$ cat config.mk
export PLATFORM = sky130hd
export DESIGN_NAME = iodelay_calib
export DESIGN_NICKNAME = d
export VERILOG_FILES = /design/src/rtl/iodelay_calib_pkg.sv /design/src/rtl/iodelay_calib_win_tracker.sv /design/src/rtl/iodelay_calib.sv
export SDC_FILE = /design/constraint.sdc
export NUM_CORES = 1
export LEC_CHECK = 0
export ABC_AREA = 0
export CORE_ASPECT_RATIO = 0.8
export CORE_MARGIN = 3
export CORE_UTILIZATION = 59
export DETAILED_ROUTE_END_ITERATION = 10
export HOLD_SLACK_MARGIN = 0.02
export PLACE_DENSITY = 0.89
export RECOVER_POWER = 100
export SLEW_MARGIN = 10
export SYNTH_ARGS = -nofsm -noshare
export SYNTH_HDL_FRONTEND = slang
export SYNTH_SLANG_ARGS = --single-unit
$ cat constraint.sdc
create_clock -name clk -period 6.5 [get_ports clk]
set_clock_uncertainty 0.1 [all_clocks]
set_input_delay 1.3 -clock clk [delete_from_list [all_inputs] [get_ports clk]]
set_output_delay 1.3 -clock clk [all_outputs]
set_load 0.01 [all_outputs]
$ cat src/rtl/iodelay_calib_pkg.sv
// Shared constants and FSM state encoding for the per-lane iodelay
// training controller.
package iodelay_calib_pkg;

    localparam int MIPI_IODELAY_NBIT = 5;
    localparam int CALIB_DEFAULT_TAP = 16;

    typedef enum logic [2:0] {
        ST_IDLE   = 3'd0,
        ST_SET    = 3'd1,
        ST_SETTLE = 3'd2,
        ST_CHECK  = 3'd3,
        ST_EVAL   = 3'd4,
        ST_APPLY  = 3'd5,
        ST_DONE   = 3'd6
    } calib_state_t;

endpackage

$ cat src/rtl/iodelay_calib_win_tracker.sv
// Tracks the current and the longest passing tap window during a sweep and
// exposes the window that results once the tap being evaluated is folded in.
module iodelay_win_tracker
    import iodelay_calib_pkg::*;
#(
    parameter int P_DELAY_NBIT = MIPI_IODELAY_NBIT
) (
    input  logic                    clk,
    input  logic                    rst_n,
    input  logic                    clear,
    input  logic                    eval,
    input  logic                    pass,
    input  logic                    last,
    input  logic [P_DELAY_NBIT-1:0] tap,
    output logic [P_DELAY_NBIT:0]   final_len,
    output logic [P_DELAY_NBIT-1:0] final_centre
);

    localparam logic [P_DELAY_NBIT:0] LEN_ZERO = (P_DELAY_NBIT+1)'(0);
    localparam logic [P_DELAY_NBIT:0] LEN_ONE  = (P_DELAY_NBIT+1)'(1);

    logic [P_DELAY_NBIT-1:0] run_start_r, best_start_r;
    logic [P_DELAY_NBIT:0]   run_len_r, best_len_r;
    logic [P_DELAY_NBIT-1:0] run_start_nxt_s, close_start_s, best_start_nxt_s;
    logic [P_DELAY_NBIT:0]   run_len_nxt_s, close_len_s, best_len_nxt_s;
    logic [P_DELAY_NBIT:0]   centre_wide_s;

    // Next run, the run being closed by this tap, and the resulting best window.
    always_comb begin
        run_start_nxt_s = run_start_r;
        run_len_nxt_s   = LEN_ZERO;
        close_start_s   = run_start_r;
        close_len_s     = LEN_ZERO;
        if (pass) begin
            run_start_nxt_s = (run_len_r == LEN_ZERO) ? tap : run_start_r;
            run_len_nxt_s   = run_len_r + LEN_ONE;
        end else begin
            run_start_nxt_s = run_start_r;
            run_len_nxt_s   = LEN_ZERO;
        end
        // A fail closes the old run; the last tap also closes a run still open after it.
        if (!pass) begin
            close_start_s = run_start_r;
            close_len_s   = run_len_r;
        end else if (last) begin
            close_start_s = run_start_nxt_s;
            close_len_s   = run_len_nxt_s;
        end else begin
            close_start_s = run_start_r;
            close_len_s   = LEN_ZERO;
        end
        if (close_len_s > best_len_r) begin
            best_start_nxt_s = close_start_s;
            best_len_nxt_s   = close_len_s;
        end else begin
            best_start_nxt_s = best_start_r;
            best_len_nxt_s   = best_len_r;
        end
        centre_wide_s = {1'b0, best_start_nxt_s} + ((best_len_nxt_s - LEN_ONE) >> 1);
    end

    assign final_len    = best_len_nxt_s;
    assign final_centre = centre_wide_s[P_DELAY_NBIT-1:0];

    // Run and best registers, updated once per evaluated tap.
    always_ff @(posedge clk) begin
        if (!rst_n || clear) begin
            run_start_r  <= {P_DELAY_NBIT{1'b0}};
            run_len_r    <= LEN_ZERO;
            best_start_r <= {P_DELAY_NBIT{1'b0}};
            best_len_r   <= LEN_ZERO;
        end else if (eval) begin
            run_start_r  <= run_start_nxt_s;
            run_len_r    <= run_len_nxt_s;
            best_start_r <= best_start_nxt_s;
            best_len_r   <= best_len_nxt_s;
        end else begin
            run_start_r  <= run_start_r;
            run_len_r    <= run_len_r;
            best_start_r <= best_start_r;
            best_len_r   <= best_len_r;
        end
    end

endmodule

$ cat src/rtl/iodelay_calib.sv
// Per-lane iodelay training controller: sweeps every tap, scores it against the
// training bit and programs the centre of the longest passing window.
module iodelay_calib
    import iodelay_calib_pkg::*;
#(
    parameter int P_DELAY_NBIT  = MIPI_IODELAY_NBIT,
    parameter int P_SETTLE      = (1 << P_DELAY_NBIT) + 2,
    parameter int P_CHECK_LEN   = 64,
    parameter int P_DEFAULT_TAP = CALIB_DEFAULT_TAP
) (
    input  logic                    clk,
    input  logic                    rst_n,
    input  logic                    in_start,
    input  logic                    in_dio,
    input  logic                    in_ref,
    output logic [P_DELAY_NBIT-1:0] out_delay,
    output logic                    out_delay_we,
    output logic                    out_busy,
    output logic                    out_done,
    output logic                    out_fail,
    output logic [P_DELAY_NBIT:0]   out_win_len
);

    localparam int CNT_MAX = (P_SETTLE > P_CHECK_LEN) ? P_SETTLE : P_CHECK_LEN;
    localparam int CNT_W   = $clog2(CNT_MAX + 1);
    localparam logic [CNT_W-1:0]        SETTLE_LAST = CNT_W'(P_SETTLE - 1);
    localparam logic [CNT_W-1:0]        CHECK_LAST  = CNT_W'(P_CHECK_LEN - 1);
    localparam logic [CNT_W-1:0]        CNT_ONE     = CNT_W'(1);
    localparam logic [P_DELAY_NBIT-1:0] TAP_LAST    = {P_DELAY_NBIT{1'b1}};
    localparam logic [P_DELAY_NBIT-1:0] TAP_ONE     = P_DELAY_NBIT'(1);
    localparam logic [P_DELAY_NBIT-1:0] DEF_TAP     = P_DELAY_NBIT'(P_DEFAULT_TAP);
    localparam logic [P_DELAY_NBIT:0]   LEN_ZERO    = (P_DELAY_NBIT+1)'(0);

    calib_state_t            state_r;
    logic [P_DELAY_NBIT-1:0] tap_r;
    logic [CNT_W-1:0]        cnt_r;
    logic                    err_r;
    logic                    clear_s;
    logic                    eval_s;
    logic                    last_s;
    logic [P_DELAY_NBIT:0]   final_len_s;
    logic [P_DELAY_NBIT-1:0] final_centre_s;

    assign clear_s = (state_r == ST_IDLE) && in_start;
    assign eval_s  = (state_r == ST_EVAL);
    assign last_s  = (tap_r == TAP_LAST);

    iodelay_win_tracker #(
        .P_DELAY_NBIT (P_DELAY_NBIT)
    ) u_win (
        .clk          (clk),
        .rst_n        (rst_n),
        .clear        (clear_s),
        .eval         (eval_s),
        .pass         (~err_r),
        .last         (last_s),
        .tap          (tap_r),
        .final_len    (final_len_s),
        .final_centre (final_centre_s)
    );

    // Sweep FSM; outputs are registered on entry to the state that owns them.
    always_ff @(posedge clk) begin
        if (!rst_n) begin
            state_r      <= ST_IDLE;
            tap_r        <= {P_DELAY_NBIT{1'b0}};
            cnt_r        <= {CNT_W{1'b0}};
            err_r        <= 1'b0;
            out_delay    <= DEF_TAP;
            out_delay_we <= 1'b0;
            out_busy     <= 1'b0;
            out_done     <= 1'b0;
            out_fail     <= 1'b0;
            out_win_len  <= LEN_ZERO;
        end else begin
            out_delay_we <= 1'b0;
            out_done     <= 1'b0;
            case (state_r)
                ST_IDLE: begin
                    if (in_start) begin
                        tap_r        <= {P_DELAY_NBIT{1'b0}};
                        err_r        <= 1'b0;
                        out_fail     <= 1'b0;
                        out_delay    <= {P_DELAY_NBIT{1'b0}};
                        out_delay_we <= 1'b1;
                        out_busy     <= 1'b1;
                        state_r      <= ST_SET;
                    end
                end
                ST_SET: begin
                    cnt_r   <= {CNT_W{1'b0}};
                    state_r <= ST_SETTLE;
                end
                ST_SETTLE: begin
                    if (cnt_r == SETTLE_LAST) begin
                        cnt_r   <= {CNT_W{1'b0}};
                        state_r <= ST_CHECK;
                    end else begin
                        cnt_r <= cnt_r + CNT_ONE;
                    end
                end
                ST_CHECK: begin
                    err_r <= err_r | (in_dio ^ in_ref);
                    if (cnt_r == CHECK_LAST) begin
                        cnt_r   <= {CNT_W{1'b0}};
                        state_r <= ST_EVAL;
                    end else begin
                        cnt_r <= cnt_r + CNT_ONE;
                    end
                end
                ST_EVAL: begin
                    out_delay_we <= 1'b1;
                    if (last_s) begin
                        // Tracker outputs already include the run this tap closes.
                        out_delay   <= (final_len_s == LEN_ZERO) ? DEF_TAP : final_centre_s;
                        out_fail    <= (final_len_s == LEN_ZERO);
                        out_win_len <= final_len_s;
                        state_r     <= ST_APPLY;
                    end else begin
                        tap_r     <= tap_r + TAP_ONE;
                        err_r     <= 1'b0;
                        out_delay <= tap_r + TAP_ONE;
                        state_r   <= ST_SET;
                    end
                end
                ST_APPLY: begin
                    out_done <= 1'b1;
                    state_r  <= ST_DONE;
                end
                ST_DONE: begin
                    out_busy <= 1'b0;
                    state_r  <= ST_IDLE;
                end
                default: begin
                    out_busy <= 1'b0;
                    state_r  <= ST_IDLE;
                end
            endcase
        end
    end

endmodule

==> results of run 1 <==
## layout by cell type (no fill, tap or decap), drive strengths merged, types with 4 or more instances in the layout
master / n
a21boi: 10
a21o: 7
a21oi: 44
and2: 8
and3: 7
clkbuf: 6
dfxtp: 53
dlygate4sd3: 16
ha: 17
inv: 26
mux2: 4
mux2i: 11
nand2: 44
nand2b: 4
nand3: 12
nor2: 42
nor2b: 11
nor3: 9
nor3b: 4
o21ai: 29
or3: 4
xnor2: 7
## cell type report
class                           count  area (um^2)
Sequential cell                    53         1060
Multi-Input combinational cell    310         1920
Timing Repair Buffer               21          201
Fill cell                         410         1680
Clock buffer                        5         68.8
Clock inverter                      3         25.0
Inverter                           25         93.8
Tap cell                           62         77.6
## flip-flops by register name, indices dropped and copies added, names as in the netlist, 3 cells and up
| register | flops |
|---|---|
| u_win.run_len_r | 6 |
| out_delay | 5 |
| u_win.best_len_r | 6 |
| tap_r | 5 |
| out_win_len | 6 |
| state_r | 3 |
| u_win.run_start_r | 5 |
| u_win.best_start_r | 5 |
| cnt_r | 7 |
## worst paths after layout
path                                         endpoint  depth (start not counted)  slack, ns                  start
worst max-delay path                     out_delay[4]                         24       0.81               tap_r[0]
worst max register to register           out_delay[4]                         24       0.81               tap_r[0]
worst min register to register  u_win.best_start_r[0]                          2       0.36  u_win.best_start_r[0]
worst min-delay path            u_win.best_start_r[0]                          2       0.36  u_win.best_start_r[0]
## worst reg2reg max path, delay by kind of cell, from the launching register on
family / cells / cell delay, ns
adder cells (fa/ha/maj): 6 / 1.96
AND/OR/NAND/NOR: 7 / 1.55
AO/OA/AOI/OAI: 5 / 0.61
buffers and inverters: 5 / 0.54
flip-flops: 1 / 0.43
XOR/XNOR: 1 / 0.35
## logic make-up (layout without fill, tap and decap cells)
kind of cell | count (synthesis) | after routing | synth area share
simple gates | 158 | 158 | 0.249
flops | 53 | 53 | 0.332
mux | 15 | 15 | 0.0497
buf+inv | 48 | 54 | 0.0607
fa+ha+maj | 18 | 18 | 0.0729
compound gates | 109 | 109 | 0.204
xor+xnor | 10 | 10 | 0.0317
## through the flow
stage | power [uW] | instances
4_1_cts | 580 | 479
5_1_grt | 596 | 479
3_3_place_gp | 384 | 471
3_5_place_dp | 386 | 471
2_1_floorplan | 371 | 411
6_report | 576 | 479
## routing by layer
metal / vias to the layer above / global-route usage / part of all wire
li1: 1427 / - / -
met1: 1327 / 0.368 / 0.48
met2: 105 / 0.378 / 0.46
met3: 9 / 0.0345 / 0.053
met4: 0 / 0.0470 / 0.0092
met5: - / 0 / 0
## where the power goes
part / switching, uW / total, uW / leakage, uW / internal, uW
Clock: 120 / 198 / 0.0000447 / 78.1
Combinational: 26.5 / 41.9 / 0.000931 / 15.4
Sequential: 7.18 / 336 / 0.000428 / 329
Total: 153 / 576 / 0.00140 / 422
==> run metrics, run 1 <==
Vias around 2,900; final setup vio count 0; Worst-Skew Late Latency 0.32 ns; core footprint 5120 um^2; WHS around 0.36 ns; Post-Synthesis Cells ~400; Yosys top cell area share 0.332; post-CTS setup buffers 0; RSZ-0062 raised after global routing no; first-pass GRT wire length 12,400 um; leakage 0.00140 uW; post_cts resized 0; critical path peak fanout 21; antenna viol nets, final 0; detailed-route DRC error count 0; Syn. warnings 0; PwrDens around 170 nW/um^2; Worst Path Arrival about 5.8 ns; crit path max-delay cell type ha_1; Synth async-reset ratio 0; mean post-synth cell area between 7 and 8 um^2; area of the mapped netlist ~3200 um^2; final core occ 0.673; fmax ~180 MHz; die area about 6300 um^2; Top cell by count, worst path ha_1; Total GRT Usage 0.246; Finished Cell Area 3450 um^2; placer congestion estimate approximately 0.91; CTS tree done; Slew Limit Fails 0; most common cell in the netlist dfxtp_1; CTS buffer count 5; Cell Chain, Critical Path ha_1 -> and3_1 -> ha_1 -> nand2b_1 -> or3b_2 -> nand2_1 -> ha_1 -> and4_1 -> and3_1 -> a31oi_1 -> buf_4 -> nor2_1 -> a21oi_1 -> inv_1 -> ha_1 -> inv_1 -> ha_1 -> inv_1 -> fa_1 -> inv_1 -> a21o_1 -> a21oi_1 -> xnor3_1 -> a32oi_1; Initial Util 0.624; Setup TNS 0 ns; largest net degree at the start of global routing 34; ratio of cells with drive above 1 in the final layout 0.0408; DR pass1 iterations 5; endpoint type of the worst setup path flip-flop; synth top area cells dfxtp_1 33%, a21oi_1 6.9%, ha_1 6.7%; H-tree depth 2; cts hold-fix bufs 0; IR drop worst, VDD roughly 80 uV; IO Pins 20; Rel. slew slack 0.223; vias in the first global route about 2,500; Cell variety after synth 55; die height between 70 and 80 um; Yosys top cell by area dfxtp_1; Post-synth EDFFs 0; dpl ws between 0.9 and 1 ns; CP startpoint kind flip-flop; Seq cells post-synth 53; dpl cell area 3380 um^2; Hold Fails Final Rpt 0; status completed; Root Buffer clkbuf_8; CP bufs+invs 5; max cap viols 0; Worst-Margin Slew between 1 and 1.5 ns; die width ~90 um; clk slew on worst S/H paths ~0.11 ns; Sink Count 53; most common flop cell mapped by yosys dfxtp_1; Post-Route WL 7470 um; CP required between 6 and 7 ns; fin crit share 0.875; total grt overflow 0; ant diodes 0; antenna violations before repair 0; port bufs 19; WS Path Type reg2reg; Hold Path Class reg2reg; CP max stage delay ~0.60 ns; wire length per cell 15.6 um; final worst setup slack 0.812 ns; Iter 0 DRT Violations between 200 and 300; Via density between 5 and 6; Layout area overhead 7.91%; post-synthesis sequential area ratio 0.332; clock period minus worst slack between 5 and 6 ns; Worst path top cell family by delay adder cells; # rows 23; CTS max path bufs 2; nets@finish ~440; DP Wirelength 5380 um; most frequent cells after synthesis 53 x dfxtp_1, 44 x a21oi_1, 44 x nand2_1; syn nets 434
Note: power is estimated with default switching activity, not from simulation.
==> run 2: changes to the inputs <==
SYNTH_HIERARCHICAL = 1   (was unset)
==> run 2 against run 1 <==
Net effect: combinational power about the same; clock power decreased by 5%; area after synthesis decreased by 1.8%; total power decreased by 1.9%; die area decreased by 1.7%; sequential power about the same; via count decreased by 0.31%; wire length decreased by 3.3%; cell count decreased by 1.5%.
==> run metrics, run 2 <==
detailed-route DRC error count 0 (unchanged); wire length per cell 15.3 um (-1.8%); Post-Synthesis Cells 397 (-3.4%); ratio of cells with drive above 1 in the final layout 0.0537 (+0.0129); P_int 420 uW (-0.48%); CP max stage delay 0.51 ns (-0.09 ns); Slew Limit Fails 0 (unchanged); Cell Chain, Critical Path ha_1 -> and3_1 -> ha_1 -> and2_0 -> a22o_1 -> ha_1 -> a21oi_1 -> o21ai_0 -> o22ai_1 -> buf_4 -> nor2_1 -> a21oi_1 -> inv_1 -> ha_1 -> inv_1 -> ha_1 -> fa_1 -> a21o_1 -> a21oi_1 -> xnor2_1 -> xnor2_1 -> nand3b_1 -> o21ai_0 -> o21ai_0; Yosys top cell area share 0.338 (+0.00609); largest net degree at the start of global routing 24 (-29%); Post-Route WL 7220 um (-3.3%); Synth async-reset ratio 0 (unchanged); Cell variety after synth 49 (-11%); die width 87.5 um (-0.84%); leakage 0.00136 uW (-2.8%); ant diodes 0 (unchanged); antenna violations before repair 0 (unchanged); WHS 0.364 ns (+0.00251 ns); # rows 23 (unchanged); Logic pwr share 0.074 (about the same); syn nets 422 (-2.8%); IR drop worst, VDD 147 uV (+88%); CP bufs+invs 3 (-2); core footprint 5060 um^2 (-1.1%); Yosys top cell by area dfxtp_1; switching power share of the total 0.256 (-0.0104); endpoint type of the worst setup path flip-flop; placer congestion estimate 0.890 (-2.1%); CTS max path bufs 2 (unchanged); Final Non-Filler Cells 472 (-1.5%); RSZ-0062 raised after global routing no; clk slew on worst S/H paths 0.10 ns (about the same); Total GRT Usage 0.245 (-0.000339); Hold Fails Final Rpt 0 (unchanged); CP required 6.65 ns (+0.09 ns); Syn. warnings 6 (+6); Seq cells post-synth 53 (unchanged); Worst-Margin Slew 0.871 ns (-0.282 ns); port bufs 19 (unchanged); CTS buffer count 5 (unchanged); die area 6230 um^2 (-1.7%); clock period minus worst slack 5.70 ns (+0.00812 ns); Via density 6.06 (+1.2%); post-synthesis sequential area ratio 0.338 (+0.00609); Sink Count 53 (unchanged); dpl cell area 3320 um^2 (-1.6%); Top cell by count, worst path ha_1; Worst-Skew Late Latency 0.31 ns (about the same); Layout area overhead 8.74%; Worst Path Arrival 5.85 ns (+0.10 ns); mean post-synth cell area 7.90 um^2 (+1.7%); final setup vio count 0 (unchanged); final worst setup slack 0.803 ns (-0.00812 ns); fin crit share 0.876 (+0.00125); placed insts 464 (-1.5%); total grt overflow 0 (unchanged); area of the mapped netlist 3140 um^2 (-1.8%); Worst path top cell family by delay compound AO/OA/AOI/OAI gates; Hold Path Class reg2reg; nets@finish 434 (-1.1%); critical path peak fanout 20 (-4.8%); Root Buffer clkbuf_8; Flop pwr share 0.594 (+0.010); DP Wirelength 5220 um (-2.8%); max cap viols 0 (unchanged); largest register by flop count cnt_r; post_cts resized 0 (unchanged); fmax 176 MHz (-0.14%); antenna viol nets, final 0 (unchanged); vias in the first global route 2,666 (+6.6%); Setup TNS 0 ns (unchanged); Finished Cell Area 3410 um^2 (-1.1%); most common cell in the netlist nand2_1; dpl ws 0.951 ns (-0.0302 ns); WS Path Type reg2reg; Vias 2,859 (-0.31%); Initial Util 0.619 (-0.00428); switching power 145 uW (-5.7%); Clock Power Share 0.332 (-0.011); Rel. slew slack 0.419 (+0.196); synth top area cells dfxtp_1 34%, ha_1 7.6%, nand2_1 6.6%; most common cell after layout, fill and taps aside nand2_1; most frequent cells after synthesis 55 x nand2_1, 53 x dfxtp_1, 45 x nor2_1; post-CTS setup buffers 0 (unchanged); DR pass1 iterations 5 (unchanged); most frequent cells in the layout 55 x nand2_1, 53 x dfxtp_1, 45 x nor2_1; crit path max-delay cell type o22ai_1; most common flop cell mapped by yosys dfxtp_1; cts hold-fix bufs 0 (unchanged); die height 71.2 um (-0.83%); H-tree depth 2 (unchanged); max reg flops 7 (unchanged); first-pass GRT wire length 12,200 um (-1.7%); CP startpoint kind flip-flop; status completed; Post-synth EDFFs 0 (unchanged); CTS tree done; PwrDens 166 nW/um^2 (-0.84%); IO Pins 20 (unchanged); Iter 0 DRT Violations 307 (+6.2%)
run 2: layout make-up:
class                   count  area, um^2
multi-input cells         303        1890
flip-flops and latches     53        1060
well taps                  62        77.6
repair buffers             20         198
clock inverters             2        13.8
fillers                   420        1650
inverters                  26        97.6
clock buffers               6        72.6
run 2: cell families after synthesis:
kind of cell / share of synthesized area
xor+xnor: 0.0363
compound gates: 0.164
buf+inv: 0.0590
flops: 0.338
fa+ha+maj: 0.0822
mux: 0.0638
simple gates: 0.257
run 2: power groups by stage:
| stage | clock network, uW | registers (uW) | logic, uW |
|---|---|---|---|
| final | 188 | 335 | 41.8 |
| after global routing | 208 | 336 | 45.4 |
| after CTS | 190 | 335 | 42.3 |
| after detailed placement | 0 | 343 | 41.7 |
| after global placement | 0 | 342 | 40.5 |
| after floorplan | 0 | 340 | 29.3 |
run 2: metrics by stage:
stage                util  power (uW)
finish              0.673         565
global route        0.673         590
CTS                 0.673         567
detailed placement  0.656         384
global placement    0.656         383
floorplan               -         369
run 2: routing by layer:
layer  wire (um)  GRT usage  vias up
met1        3460      0.353     1307
li1            -          -     1408
met5           0          0        -
met2        3070      0.356      128
met3         555     0.0667       16
met4         140     0.0818        0
run 2: worst register-to-register path, cell delays in order (launching register included):
cell and delay [ns]:
dfxtp_1 0.43, ha_1 0.21, and3_1 0.18, ha_1 0.45, and2_0 0.31, a22o_1 0.27
ha_1 0.29, a21oi_1 0.14, o21ai_0 0.10, o22ai_1 0.51, buf_4 0.33, nor2_1 0.08
a21oi_1 0.27, inv_1 0.09, ha_1 0.28, inv_1 0.04, ha_1 0.20, fa_1 0.40
a21o_1 0.17, a21oi_1 0.18, xnor2_1 0.15, xnor2_1 0.13, nand3b_1 0.11, o21ai_0 0.08
o21ai_0 0.14
run 2: final timing paths:
path              slack [ns]           start             end  cells after the start
setup / recovery        0.80        tap_r[1]    out_delay[4]                     24
hold / removal          0.36  out_win_len[5]  out_win_len[5]                      2
setup reg to reg        0.80        tap_r[1]    out_delay[4]                     24
hold reg to reg         0.36  out_win_len[5]  out_win_len[5]                      2
==> run 3: changes to the inputs <==
SLEW_MARGIN = 20   (was 10)
==> results of run 3 <==
Final layout, timing and power as in run 2 (identical DEF).
